### config.mk
export PLATFORM = sky130hd
export DESIGN_NAME = gpio_input_filter_flat
export DESIGN_NICKNAME = d
export VERILOG_FILES = /design/src/rtl/gpio_input_filter_if.sv /design/src/rtl/gpio_input_filter.sv /design/src/flat_wrapper.sv
export SDC_FILE = /design/constraint.sdc
export NUM_CORES = 1
export LEC_CHECK = 0
export ABC_CLOCK_PERIOD_IN_PS = 1600
export BUFFER_PORTS_ARGS = -buffer_cell sky130_fd_sc_hd__buf_2
export CELL_PAD_IN_SITES_DETAIL_PLACEMENT = 0
export CELL_PAD_IN_SITES_GLOBAL_PLACEMENT = 2
export CORE_UTILIZATION = 33
export DETAILED_ROUTE_END_ITERATION = 12
export GPL_TIMING_DRIVEN = 0
export PLACE_DENSITY_LB_ADDON = 0.15
export SYNTH_ARGS = -nofsm -noshare
export SYNTH_HDL_FRONTEND = slang
export SYNTH_SLANG_ARGS = --single-unit
export TNS_END_PERCENT = 5
### constraint.sdc
create_clock -name g_clk -period 1.6 [get_ports g_clk]
set_clock_uncertainty 0.1 [all_clocks]
set_input_delay 0.08 -clock g_clk [delete_from_list [all_inputs] [get_ports g_clk]]
set_output_delay 0.08 -clock g_clk [all_outputs]
set_load 0.05 [all_outputs]
### src/rtl/gpio_input_filter_if.sv
// Signal bundle between the pad input conditioner and the GPIO peripheral.
// The master drives pads/config/clears; the slave (filter) returns filtered levels and interrupts.
interface gpio_input_filter_if #(
  parameter int PERIPH_GPIO_NUM = 16,
  parameter int DEBOUNCE_W      = 8
);
  localparam int NP = PERIPH_GPIO_NUM - 1;

  logic [NP:0]           pad_in;
  logic [NP:0]           pad_dir;
  logic [DEBOUNCE_W-1:0] cfg_debounce;
  logic [NP:0]           cfg_rise_en;
  logic [NP:0]           cfg_fall_en;
  logic [NP:0]           irq_clr;
  logic [NP:0]           gpio_in;
  logic [NP:0]           irq_pending;
  logic                  irq;

  modport master (
    output pad_in, pad_dir, cfg_debounce, cfg_rise_en, cfg_fall_en, irq_clr,
    input  gpio_in, irq_pending, irq
  );

  modport slave (
    input  pad_in, pad_dir, cfg_debounce, cfg_rise_en, cfg_fall_en, irq_clr,
    output gpio_in, irq_pending, irq
  );
endinterface

### src/rtl/gpio_input_filter.sv
// Per-pin 2-flop synchroniser and debounce filter feeding gpio_in, with sticky
// edge-qualified interrupt-pending bits ORed into a single irq.
module gpio_input_filter #(
  parameter int PERIPH_GPIO_NUM = 16,
  parameter int DEBOUNCE_W      = 8,
  parameter bit RESET_LEVEL     = 1'b0
) (
  input logic                g_clk,
  input logic                g_resetn,
  gpio_input_filter_if.slave bus
);
  localparam int NP = PERIPH_GPIO_NUM - 1;

  logic [NP:0]           sync1_q;
  logic [NP:0]           sync2_q;
  logic [NP:0]           filt_q;
  logic [NP:0]           filt_d;
  logic [NP:0]           pend_q;
  logic [NP:0]           pend_d;
  logic [NP:0]           upd;
  logic [NP:0]           pend_set;
  logic [DEBOUNCE_W-1:0] cnt_q [PERIPH_GPIO_NUM];
  logic [DEBOUNCE_W-1:0] cnt_d [PERIPH_GPIO_NUM];

  // cnt only advances while below cfg_debounce, so it is bounded and never wraps.
  for (genvar gi = 0; gi <= NP; gi++) begin : g_pin
    logic differs;
    assign differs     = sync2_q[gi] ^ filt_q[gi];
    assign upd[gi]     = differs & (cnt_q[gi] >= bus.cfg_debounce);
    assign cnt_d[gi]   = (differs & ~upd[gi]) ? cnt_q[gi] + DEBOUNCE_W'(1) : '0;
  end

  assign filt_d   = filt_q ^ upd;
  assign pend_set = upd & bus.pad_dir &
                    ((sync2_q & bus.cfg_rise_en) | (~sync2_q & bus.cfg_fall_en));
  assign pend_d   = (pend_q & ~bus.irq_clr) | pend_set;

  always_ff @(posedge g_clk) begin
    if (!g_resetn) begin
      sync1_q <= {PERIPH_GPIO_NUM{RESET_LEVEL}};
      sync2_q <= {PERIPH_GPIO_NUM{RESET_LEVEL}};
      filt_q  <= {PERIPH_GPIO_NUM{RESET_LEVEL}};
      pend_q  <= '0;
      for (int i = 0; i <= NP; i++) begin
        cnt_q[i] <= '0;
      end
    end else begin
      sync1_q <= bus.pad_in;
      sync2_q <= sync1_q;
      filt_q  <= filt_d;
      pend_q  <= pend_d;
      for (int i = 0; i <= NP; i++) begin
        cnt_q[i] <= cnt_d[i];
      end
    end
  end

  assign bus.gpio_in     = filt_q;
  assign bus.irq_pending = pend_q;
  assign bus.irq         = |pend_q;
endmodule

### src/flat_wrapper.sv
// flat-port wrapper written by rule: the top's interface ports become plain ports
module gpio_input_filter_flat 
#(
  parameter int PERIPH_GPIO_NUM = 16,
  parameter int DEBOUNCE_W      = 8,
  parameter bit RESET_LEVEL     = 1'b0
)
  (g_clk, g_resetn, bus_pad_in, bus_pad_dir, bus_cfg_debounce, bus_cfg_rise_en, bus_cfg_fall_en, bus_irq_clr, bus_gpio_in, bus_irq_pending, bus_irq);
  gpio_input_filter_if #(.PERIPH_GPIO_NUM(PERIPH_GPIO_NUM), .DEBOUNCE_W(DEBOUNCE_W)) bus_i ();
  input logic g_clk;
  input logic g_resetn;
  input wire logic [$bits(bus_i.pad_in)-1:0] bus_pad_in;
  input wire logic [$bits(bus_i.pad_dir)-1:0] bus_pad_dir;
  input wire logic [$bits(bus_i.cfg_debounce)-1:0] bus_cfg_debounce;
  input wire logic [$bits(bus_i.cfg_rise_en)-1:0] bus_cfg_rise_en;
  input wire logic [$bits(bus_i.cfg_fall_en)-1:0] bus_cfg_fall_en;
  input wire logic [$bits(bus_i.irq_clr)-1:0] bus_irq_clr;
  output wire logic [$bits(bus_i.gpio_in)-1:0] bus_gpio_in;
  output wire logic [$bits(bus_i.irq_pending)-1:0] bus_irq_pending;
  output wire logic [$bits(bus_i.irq)-1:0] bus_irq;
  assign bus_i.pad_in = bus_pad_in;
  assign bus_i.pad_dir = bus_pad_dir;
  assign bus_i.cfg_debounce = bus_cfg_debounce;
  assign bus_i.cfg_rise_en = bus_cfg_rise_en;
  assign bus_i.cfg_fall_en = bus_cfg_fall_en;
  assign bus_i.irq_clr = bus_irq_clr;
  assign bus_gpio_in = bus_i.gpio_in;
  assign bus_irq_pending = bus_i.irq_pending;
  assign bus_irq = bus_i.irq;
  gpio_input_filter #(.PERIPH_GPIO_NUM(PERIPH_GPIO_NUM), .DEBOUNCE_W(DEBOUNCE_W), .RESET_LEVEL(RESET_LEVEL)) u_core (.g_clk(g_clk), .g_resetn(g_resetn), .bus(bus_i));
endmodule
==> results of run 1 <==
cell families (layout without fill, tap and decap cells):
group,Yosys count,count (layout),synth area share [%]
simple gates,439,439,20.76
flops,192,192,37.51
compound gates,160,160,11.87
fa+ha+maj,144,144,17.58
xor+xnor,105,105,8.976
buf+inv,45,285,1.734
mux,16,16,1.563
synthesized netlist by cell type, drive strengths merged, types with 21 or more instances:
cell type	count
dfxtp	192
xor2	84
nor2b	23
and3	37
o21ai	33
a21oi	34
ha	144
xnor2	21
nor2	141
nand3	83
inv	33
nand2	80
and2	39
per-layer routing:
metal	part of all wire [%]	global-route usage, %	up-vias
met1	49	25.37	3914
met3	2.4	2.536	17
li1	-	-	4338
met5	0	0	-
met4	0.88	4.202	0
met2	47	32.85	120
what timing repair did:
action	in CTS	in global routing
hold buffers	71	0
pin swaps	54	53
setup endpoints to repair	161	160
endpoints found under the hold margin	32	0
setup buffers	10	5
resized for setup	145	54
power by group through the flow:
stage / logic [mW] / registers (mW) / clock network (mW)
after global placement: 0.679 / 4.98 / 0
after CTS: 0.965 / 4.83 / 4.32
after floorplan: 0.352 / 4.96 / 0
final: 0.983 / 4.83 / 4.18
after global routing: 1.08 / 4.83 / 4.51
after detailed placement: 0.686 / 4.98 / 0
path summary, 6_finish.rpt:
| path | end | slack (ns) | cells past startpoint |
|---|---|---|---|
| setup / recovery | bus_irq | -0.15 | 3 |
| hold / removal | u_core.bus.irq_pending[14]$_SDFF_PN0_ | 0.007 | 4 |
| setup reg to reg | flip-flop | -0.07 | 5 |
| hold reg to reg | u_core.cnt_q[0][16]$_SDFF_PN0_ | 0.32 | 1 |
flip-flops by register name (all words and copies together), names as in the netlist, named ones only:
signal,flops
u_core.sync2_q,16
u_core.sync1_q,16
u_core.bus.irq_pending,16
u_core.cnt_q,128
area by class of cell:
type | count | area [um2]
fillers | 2991 | 16940
multi-input cells | 864 | 6864
flip-flops and latches | 192 | 3986
repair buffers | 208 | 1540
well taps | 396 | 495.5
clock buffers | 20 | 446.7
inverters | 33 | 150.1
clock inverters | 12 | 111.4
plain buffers | 12 | 53.80
worst min-delay path, cell delays in order:
cell	delay, ns
buf_2	0.08
a22o_1	0.12
nand3_1	0.07
o21ai_1	0.14
metrics by stage:
stage / instance area, um2 / setup TNS (ns) / util [%] / hold WS (ns) / std cells
floorplan: 10250 / -0.9130 / - / 0.07626 / 1101
global placement: 11360 / -125.67 / 37.12 / 0.1724 / 1619
detailed placement: 11360 / -128.04 / 37.12 / 0.1754 / 1619
CTS: 13420 / -0.9572 / 43.88 / 0.002573 / 1732
global route: 13650 / -7.517 / 44.62 / 0.01278 / 1737
finish: 13650 / -0.5673 / 44.62 / 0.007042 / 1737
==> results.cfg, run 1 <==
[floorplan]
die_x_um = 178.2
die_area_um2 = 31760
design.portCount = 123
die_h_um = 178.2
num_rows = 64
core-area_um2 = 30590
initial_utilization_pct = 33.50

[logic_synthesis]
async_flop_share_pct = 0
synthFlopType = dfxtp_1
synth_cell_types = 36
syn_area_um2 = 10250
yosysWarnings = 0
synth_edf_count = 0
netlist_top_cells_area = dfxtp_1 (38%), ha_1 (18%), xor2_1 (7.2%)
syn-instance-count = 1101
synth_top_cell_by_area = dfxtp_1
avgSynthCellArea_um2 = 9.306
synth.net_count = 1335
ys_ff_latch = 192
seq_area_frac_synth_pct = 37.51
yosysTopAreaCellShare_pct = 37.51

[clocking]
clock_sinks = 192
htreeDepth = 4
clockBufferDepth = 2
clk_pin_slew_worst_paths_ns = 0.07
clock_latency_ns = 0.43
cts_tree = done
cts_buffers = 17
cts-root-buf = clkbuf_16

[worst_setup_path]
crit_path_start_kind = flip-flop
cp-end-kind = output port
crit_required_ns = 1.42
critPathMaxStageDelay_ns = 0.43
cp_max_fo = 3
worst_path_max_delay_cell = nor4_4
critPathTopFamily = simple AND/OR/NAND/NOR gates
path_cells = nor4_4 > nand4_1 > buf_6
worstSetupPathType = flip-flop to output port
reg2reg_from = u_core.cnt_q[0][114]$_SDFF_PN0_
critPathArrivalTime_ns = 1.57
startpoint = u_core.bus.irq_pending[4]$_SDFF_PN0_
critPathBufInv = 1

[grt]
antenna_found_initial = 0
grt_pass1_wl_mm = 45.62
grt_overflow = 0
grt_pass1_vias = 8186
grtUsageTotal_pct = 19.13
grt_max_degree = 19

[timing]
setup_violations = 25
relSlewSlack_pct = 25.81
fin_crit_sh_pct = 109.3
rsz0062_at_grt = true
fin_ws_ns = -0.1489
worst_slew_pin_slew_ns = 1.113
fmax_mhz = 571.8
drv_slew = 0
hold_viol_final = 0
fin_crit_ns = 1.749

[power]
internal_power_mw = 7.363
peakVddDrop_uv = 704.8
p_clk_share_pct = 41.9
leakage_nw = 5.815
p_sw_share_pct = 26.31
switchingPower_mw = 2.629
p_per_area_nw_per_um2 = 732.1
total_power_mw = 9.992
share_comb_of_total_power_pct = 9.8
p_seq_share_pct = 48.3

[min_path]
hold_class = input pin to flip-flop
hp-start = bus_cfg_rise_en[14]

[placement]
place_ws_ns = -0.8625
dp_hpwl_mm = 19.74
io_buffer_count = 122
gp_congestion = 0.7625

[flow_run]
cap_violations = 0

[cells_and_area]
drive_gt1_share_pct = 24.76
diodes = 0
final_cell_mix = nor2_1 (139), dfxtp_1 (130), buf_2 (128)
synthToLayoutAreaGrowth_pct = 33.20
mostFrequentLayoutCell = nor2_1
fin_nets = 1562

[detailed_routing]
via_per_inst = 4.830
drc_errors = 0
dr_total_vias = 8389
wl_per_cell_um = 17.08
totalWireLength_mm = 29.67
firstDrtPassIters = 6
drt-initial-drc-count = 317
drtAntennaViolNets = 0

[run_status]
status = complete, but fails checks
violations = setup timing
(Power assumes the default switching activity.)
==> run 2, diff against run 1 <==
--- a/config.mk
+++ b/config.mk
@@ -6,11 +6,11 @@
 export NUM_CORES = 1
 export LEC_CHECK = 0
 export ABC_CLOCK_PERIOD_IN_PS = 1600
-export BUFFER_PORTS_ARGS = -buffer_cell sky130_fd_sc_hd__buf_2
 export CELL_PAD_IN_SITES_DETAIL_PLACEMENT = 0
 export CELL_PAD_IN_SITES_GLOBAL_PLACEMENT = 2
-export CORE_UTILIZATION = 33
+export CORE_UTILIZATION = 36
 export DETAILED_ROUTE_END_ITERATION = 12
+export DONT_BUFFER_PORTS = 1
 export GPL_TIMING_DRIVEN = 0
 export PLACE_DENSITY_LB_ADDON = 0.15
 export SYNTH_ARGS = -nofsm -noshare
==> run 2 against run 1 <==
  * The run still ends with setup timing left
  * First-iteration DRC count is 9.8% higher
  * Maximum frequency down 18%
  * Routed wire length shrank 2.6%
  * Register-to-register slack about the same
  * Sequential power about the same
  * Utilization increased by 3.3 points
  * Combinational power is 7.5% lower
  * Clock power is 4% higher
  * Non-clock buffer count fell by 105
  * Sequential share of layout area grew 0.98 points
  * Die area decreased by 8.2%
  * Hold slack better by 0.011 ns
  * Critical endpoint unchanged
  * Largest power group unchanged
==> results.cfg, run 2 (synthesis gave the netlist of run 1 again) <==
[floorplan]
initial_utilization_pct = 36.78
die_h_um = 170.7
die_x_um = 170.7
num_rows = 61
core-area_um2 = 27860
die_area_um2 = 29140
design.portCount = 123

[worst_setup_path]
critPathBufInv = 0
critPathArrivalTime_ns = 1.96
worstSetupPathType = flip-flop to output port
ff2ff_path_depth = 5
critPathTopFamily = simple AND/OR/NAND/NOR gates
critPathMaxStageDelay_ns = 0.60
crit_path_start_kind = flip-flop
crit_required_ns = 1.42
cp-end-kind = output port
cp_max_fo = 3
path_cells = nor4_4 > nand4_1
worstSetupPathDepth = 2
worst_path_max_delay_cell = nand4_1

[timing]
hold_viol_final = 0
fin_ws_ns = -0.5423
fin_crit_ns = 2.142
drv_slew = 0
setup_violations = 31
worst_slew_pin_slew_ns = 1.149
rsz0062_at_grt = true
finalSetupTns_ns = -1.601
fmax_mhz = 466.8
relSlewSlack_pct = 23.39
fin_crit_sh_pct = 133.9

[detailed_routing]
drtAntennaViolNets = 0
firstDrtPassIters = 4
wl_per_cell_um = 17.91
via_per_inst = 5.024
totalWireLength_mm = 28.91
drt-initial-drc-count = 348
dr_total_vias = 8109
drc_errors = 0

[clocking]
clockBufferDepth = 2
htreeDepth = 4
cts_buffers = 17
clock_latency_ns = 0.43
clk_pin_slew_worst_paths_ns = 0.08
clock_sinks = 192
cts_tree = done
cts-root-buf = clkbuf_16

[power]
p_per_area_nw_per_um2 = 755.3
p_seq_share_pct = 47.8
peakVddDrop_uv = 633.0
switchingPower_mw = 2.530
p_clk_share_pct = 43.2
leakage_nw = 5.404
share_comb_of_total_power_pct = 9.0
p_sw_share_pct = 25.07
internal_power_mw = 7.561
total_power_mw = 10.09

[cells_and_area]
largest_register_ff_count = 128
mostFrequentLayoutCell = nor2_1
synthToLayoutAreaGrowth_pct = 30.41
multi_input_area_um2 = 6987
final_cells = 1614
drive_gt1_share_pct = 20.79
regMostFlops = u_core.cnt_q
final_cell_mix = nor2_1 (137), ha_1 (118), dfxtp_1 (104)
diodes = 0
seq_area_um2 = 4034
fin_nets = 1457
fillers = 2647

[min_path]
hold_class = input pin to flip-flop
hold_depth = 3

[placement]
io_buffer_count = 0
dp_hpwl_mm = 19.20
place_ws_ns = -0.8692
gp_congestion = 0.7519
dp_cells = 1479

[grt]
grt.busiest_layer = met2
grtUsageMet1_pct = 26.63
antenna_found_initial = 0
grtUsageMet3_pct = 3.447
met2_usage_pct = 35.01
grt_pass1_wl_mm = 44.40
grt_max_degree = 18
grt_pass1_vias = 7907
grtUsageTotal_pct = 20.32
grt_overflow = 0

[flow_run]
cap_violations = 0

[run_status]
violations = setup timing
status = complete, but fails checks
run 2: timing repair:
item	CTS	global route
buffers inserted	13	10
pin swaps	41	64
endpoints found under the setup margin	161	160
gates cloned	0	0
hold buffers	80	0
endpoints found under the hold margin	40	0
gates resized for setup	143	105
run 2: layer usage:
layer  vias to the layer above  wire, um
met2                       120     13740
li1                       4139         -
met5                         -         0
met4                         0       221
met1                      3836     13910
met3                        14      1036
run 2: path summary, 6_finish.rpt:
check | startpoint | to | slack (ns)
max | u_core.bus.irq_pending[15]$_SDFF_PN0_ | bus_irq | -0.54
min reg2reg | u_core.cnt_q[0][112]$_SDFF_PN0_ | u_core.cnt_q[0][112]$_SDFF_PN0_ | 0.33
min | g_resetn | u_core.bus.irq_pending[6]$_SDFF_PN0_ | 0.02
max reg2reg | u_core.cnt_q[0][114]$_SDFF_PN0_ | flip-flop | -0.08
run 2: per-stage QoR:
stage | hold slack (ns) | area (um2) | utilization [%]
after global placement | 0.09099 | 10720 | 38.49
final | 0.01853 | 13360 | 47.96
after floorplan | 0.07626 | 10250 | -
after detailed placement | 0.08129 | 10720 | 38.49
after global routing | 0.03335 | 13360 | 47.96
after CTS | 0.01620 | 12860 | 46.18
run 2: power by group through the flow:
stage               logic [mW]  clock network [mW]  registers, mW
floorplan                0.352                   0           4.96
global placement         0.546                   0           4.98
detailed placement       0.552                   0           4.98
CTS                      0.843                4.51           4.84
global route             0.998                4.71           4.83
finish                   0.909                4.36           4.82
run 2: worst reg2reg max path: cells and delay by family (launching register included):
kind	cells	cell delay (ns)
AO/OA/AOI/OAI	3	0.74
adder cells (fa/ha/maj)	1	0.23
flip-flops	1	0.37
multiplexers	1	0.17
run 2: layout make-up:
class / instances / area share [%]
multi-input cells: 864 / 52.29
plain buffers: 12 / 0.4027
inverters: 33 / 1.124
well taps: 378 / 3.540
flip-flops and latches: 192 / 30.19
clock buffers: 19 / 3.240
repair buffers: 103 / 8.063
clock inverters: 13 / 1.152
==> run 3, diff against run 2 <==
--- a/config.mk
+++ b/config.mk
@@ -11,7 +11,6 @@
 export CORE_UTILIZATION = 36
 export DETAILED_ROUTE_END_ITERATION = 12
 export DONT_BUFFER_PORTS = 1
-export GPL_TIMING_DRIVEN = 0
 export PLACE_DENSITY_LB_ADDON = 0.15
 export SYNTH_ARGS = -nofsm -noshare
 export SYNTH_HDL_FRONTEND = slang
==> run 3 against run 2 <==
  * The flow still finishes with violations (setup timing)
  * Register-to-register slack is essentially flat
  * Design area grew 7.3%
  * Non-clock buffer count grew 158
  * Largest power group unchanged
  * Highest routed layer unchanged
  * Largest cell class unchanged
  * Total power shrank 1.7%
  * Global-route usage shrank 1.0 points
  * First-iteration DRC count shrank 27%
  * Critical path depth grew 3
  * Final cell count grew 9.8%
  * Combinational power grew 0.4%
==> results.cfg, run 3 (synthesis gave the netlist of run 1 again) <==
[worst_setup_path]
cp-end-kind = flip-flop
cp_max_fo = 3
critPathMaxStageDelay_ns = 0.35
crit_path_start_kind = flip-flop
critPathArrivalTime_ns = 1.94
worstSetupPathType = flip-flop to flip-flop
worst_path_max_delay_cell = dfxtp_2
path_cells = ha_4 > a211o_1 > a31oi_4 > o211a_1 > mux2i_1
crit_required_ns = 1.86

[cells_and_area]
final_cell_mix = dfxtp_1 (166), nor2_1 (141), buf_4 (141)
fin_nets = 1615
synthToLayoutAreaGrowth_pct = 39.94
mostFrequentLayoutCell = dfxtp_1
final_area_um2 = 14340
regMostFlops = u_core.cnt_q
drive_gt1_share_pct = 20.95
final_util_pct = 51.47
diodes = 0
largest_register_ff_count = 128

[clocking]
cts_tree = done
cts-root-buf = clkbuf_16
clock_sinks = 192
clockBufferDepth = 2
cts_buffers = 17
htreeDepth = 4
clk_pin_slew_worst_paths_ns = 0.08
clock_latency_ns = 0.44

[grt]
grt_overflow = 0
met2_usage_pct = 33.03
antenna_found_initial = 0
grt_max_degree = 71
grtUsageMet1_pct = 24.82
grtUsageTotal_pct = 19.30
grt_pass1_vias = 8529
grtUsageMet3_pct = 2.892
grt_pass1_wl_mm = 43.44
grt.busiest_layer = met2

[flow_run]
cap_violations = 0

[timing]
drv_slew = 0
setup_violations = 10
rsz0062_at_grt = true
fmax_mhz = 594.4
fin_ws_ns = -0.08245
fin_crit_sh_pct = 105.2
relSlewSlack_pct = 74.25
timing.hold.ws_ns = 0.02419
hold_viol_final = 0
finalSetupTns_ns = -0.3214
fin_crit_ns = 1.682
worst_slew_pin_slew_ns = 0.3862

[detailed_routing]
via_per_inst = 4.849
firstDrtPassIters = 4
drt-initial-drc-count = 255
drtAntennaViolNets = 0
wl_per_cell_um = 15.55
drc_errors = 0
totalWireLength_mm = 27.55
dr_total_vias = 8593

[floorplan]
core-area_um2 = 27860
design.portCount = 123
die_h_um = 170.7
die_x_um = 170.7
die_area_um2 = 29140
num_rows = 61
initial_utilization_pct = 36.78

[run_status]
violations = setup timing
status = complete, but fails checks

[power]
switchingPower_mw = 2.514
share_comb_of_total_power_pct = 9.2
p_sw_share_pct = 25.33
peakVddDrop_uv = 624.0
p_per_area_nw_per_um2 = 692.2
p_seq_share_pct = 48.9
p_clk_share_pct = 41.9
leakage_nw = 6.223
internal_power_mw = 7.410

[placement]
place_ws_ns = -0.1445
placed_area_um2 = 11950
gp_congestion = 0.7638
dp_hpwl_mm = 18.13
io_buffer_count = 0

[min_path]
hold_class = input pin to flip-flop
## run 3: critical path, delay by kind of cell (launching register included)
| family | cells | cell delay [ns] |
|---|---|---|
| compound gates | 3 | 0.75 |
| fa+ha+maj | 1 | 0.20 |
| flops | 1 | 0.35 |
| mux | 1 | 0.21 |
## run 3: layout make-up
cell class,count,area (um2)
Inverter,33,127.6
Clock inverter,13,117.6
Fill cell,2559,13520
Tap cell,378,473.0
Timing Repair Buffer,273,2510
Sequential cell,192,3879
Clock buffer,19,442.9
Multi-Input combinational cell,864,6789
## run 3: power groups by stage
stage | clock network, mW | registers [mW] | logic [mW]
2_1_floorplan | 0 | 4.96 | 0.352
3_3_place_gp | 0 | 4.97 | 0.555
3_5_place_dp | 0 | 4.97 | 0.565
4_1_cts | 4.31 | 4.85 | 0.850
5_1_grt | 4.50 | 4.86 | 1.01
6_report | 4.16 | 4.85 | 0.913
## run 3: metal layers
metal	wire length, um	vias up	share of wire (%)
li1	-	4447	-
met1	13200	3998	48
met2	13160	126	48
met3	834	22	3.0
met4	359	0	1.3
met5	0	-	0
## run 3: stage by stage
stage	power, mW	instances
after CTS	10.01	1771
final	9.925	1772
after global placement	5.522	1619
after detailed placement	5.533	1619
after global routing	10.37	1772
after floorplan	5.317	1101
## run 3: final timing paths
path	start	to	slack (ns)	depth (start not counted)
min	bus_cfg_fall_en[0]	u_core.bus.irq_pending[0]$_SDFF_PN0_	0.02	4
max reg2reg	u_core.cnt_q[0][98]$_SDFF_PN0_	flip-flop	-0.08	5
min reg2reg	u_core.sync1_q[9]$_SDFF_PN0_	u_core.sync2_q[9]$_SDFF_PN0_	0.37	1
max	u_core.cnt_q[0][98]$_SDFF_PN0_	flip-flop	-0.08	5
## run 3: repair_timing
| item | CTS | global route |
|---|---|---|
| resized for setup | 47 | 74 |
| endpoints found under the setup margin | 148 | 159 |
| hold buffers | 119 | 0 |
| setup buffers | 1 | 1 |
| endpoints found under the hold margin | 192 | 0 |
| pin swaps | 26 | 63 |
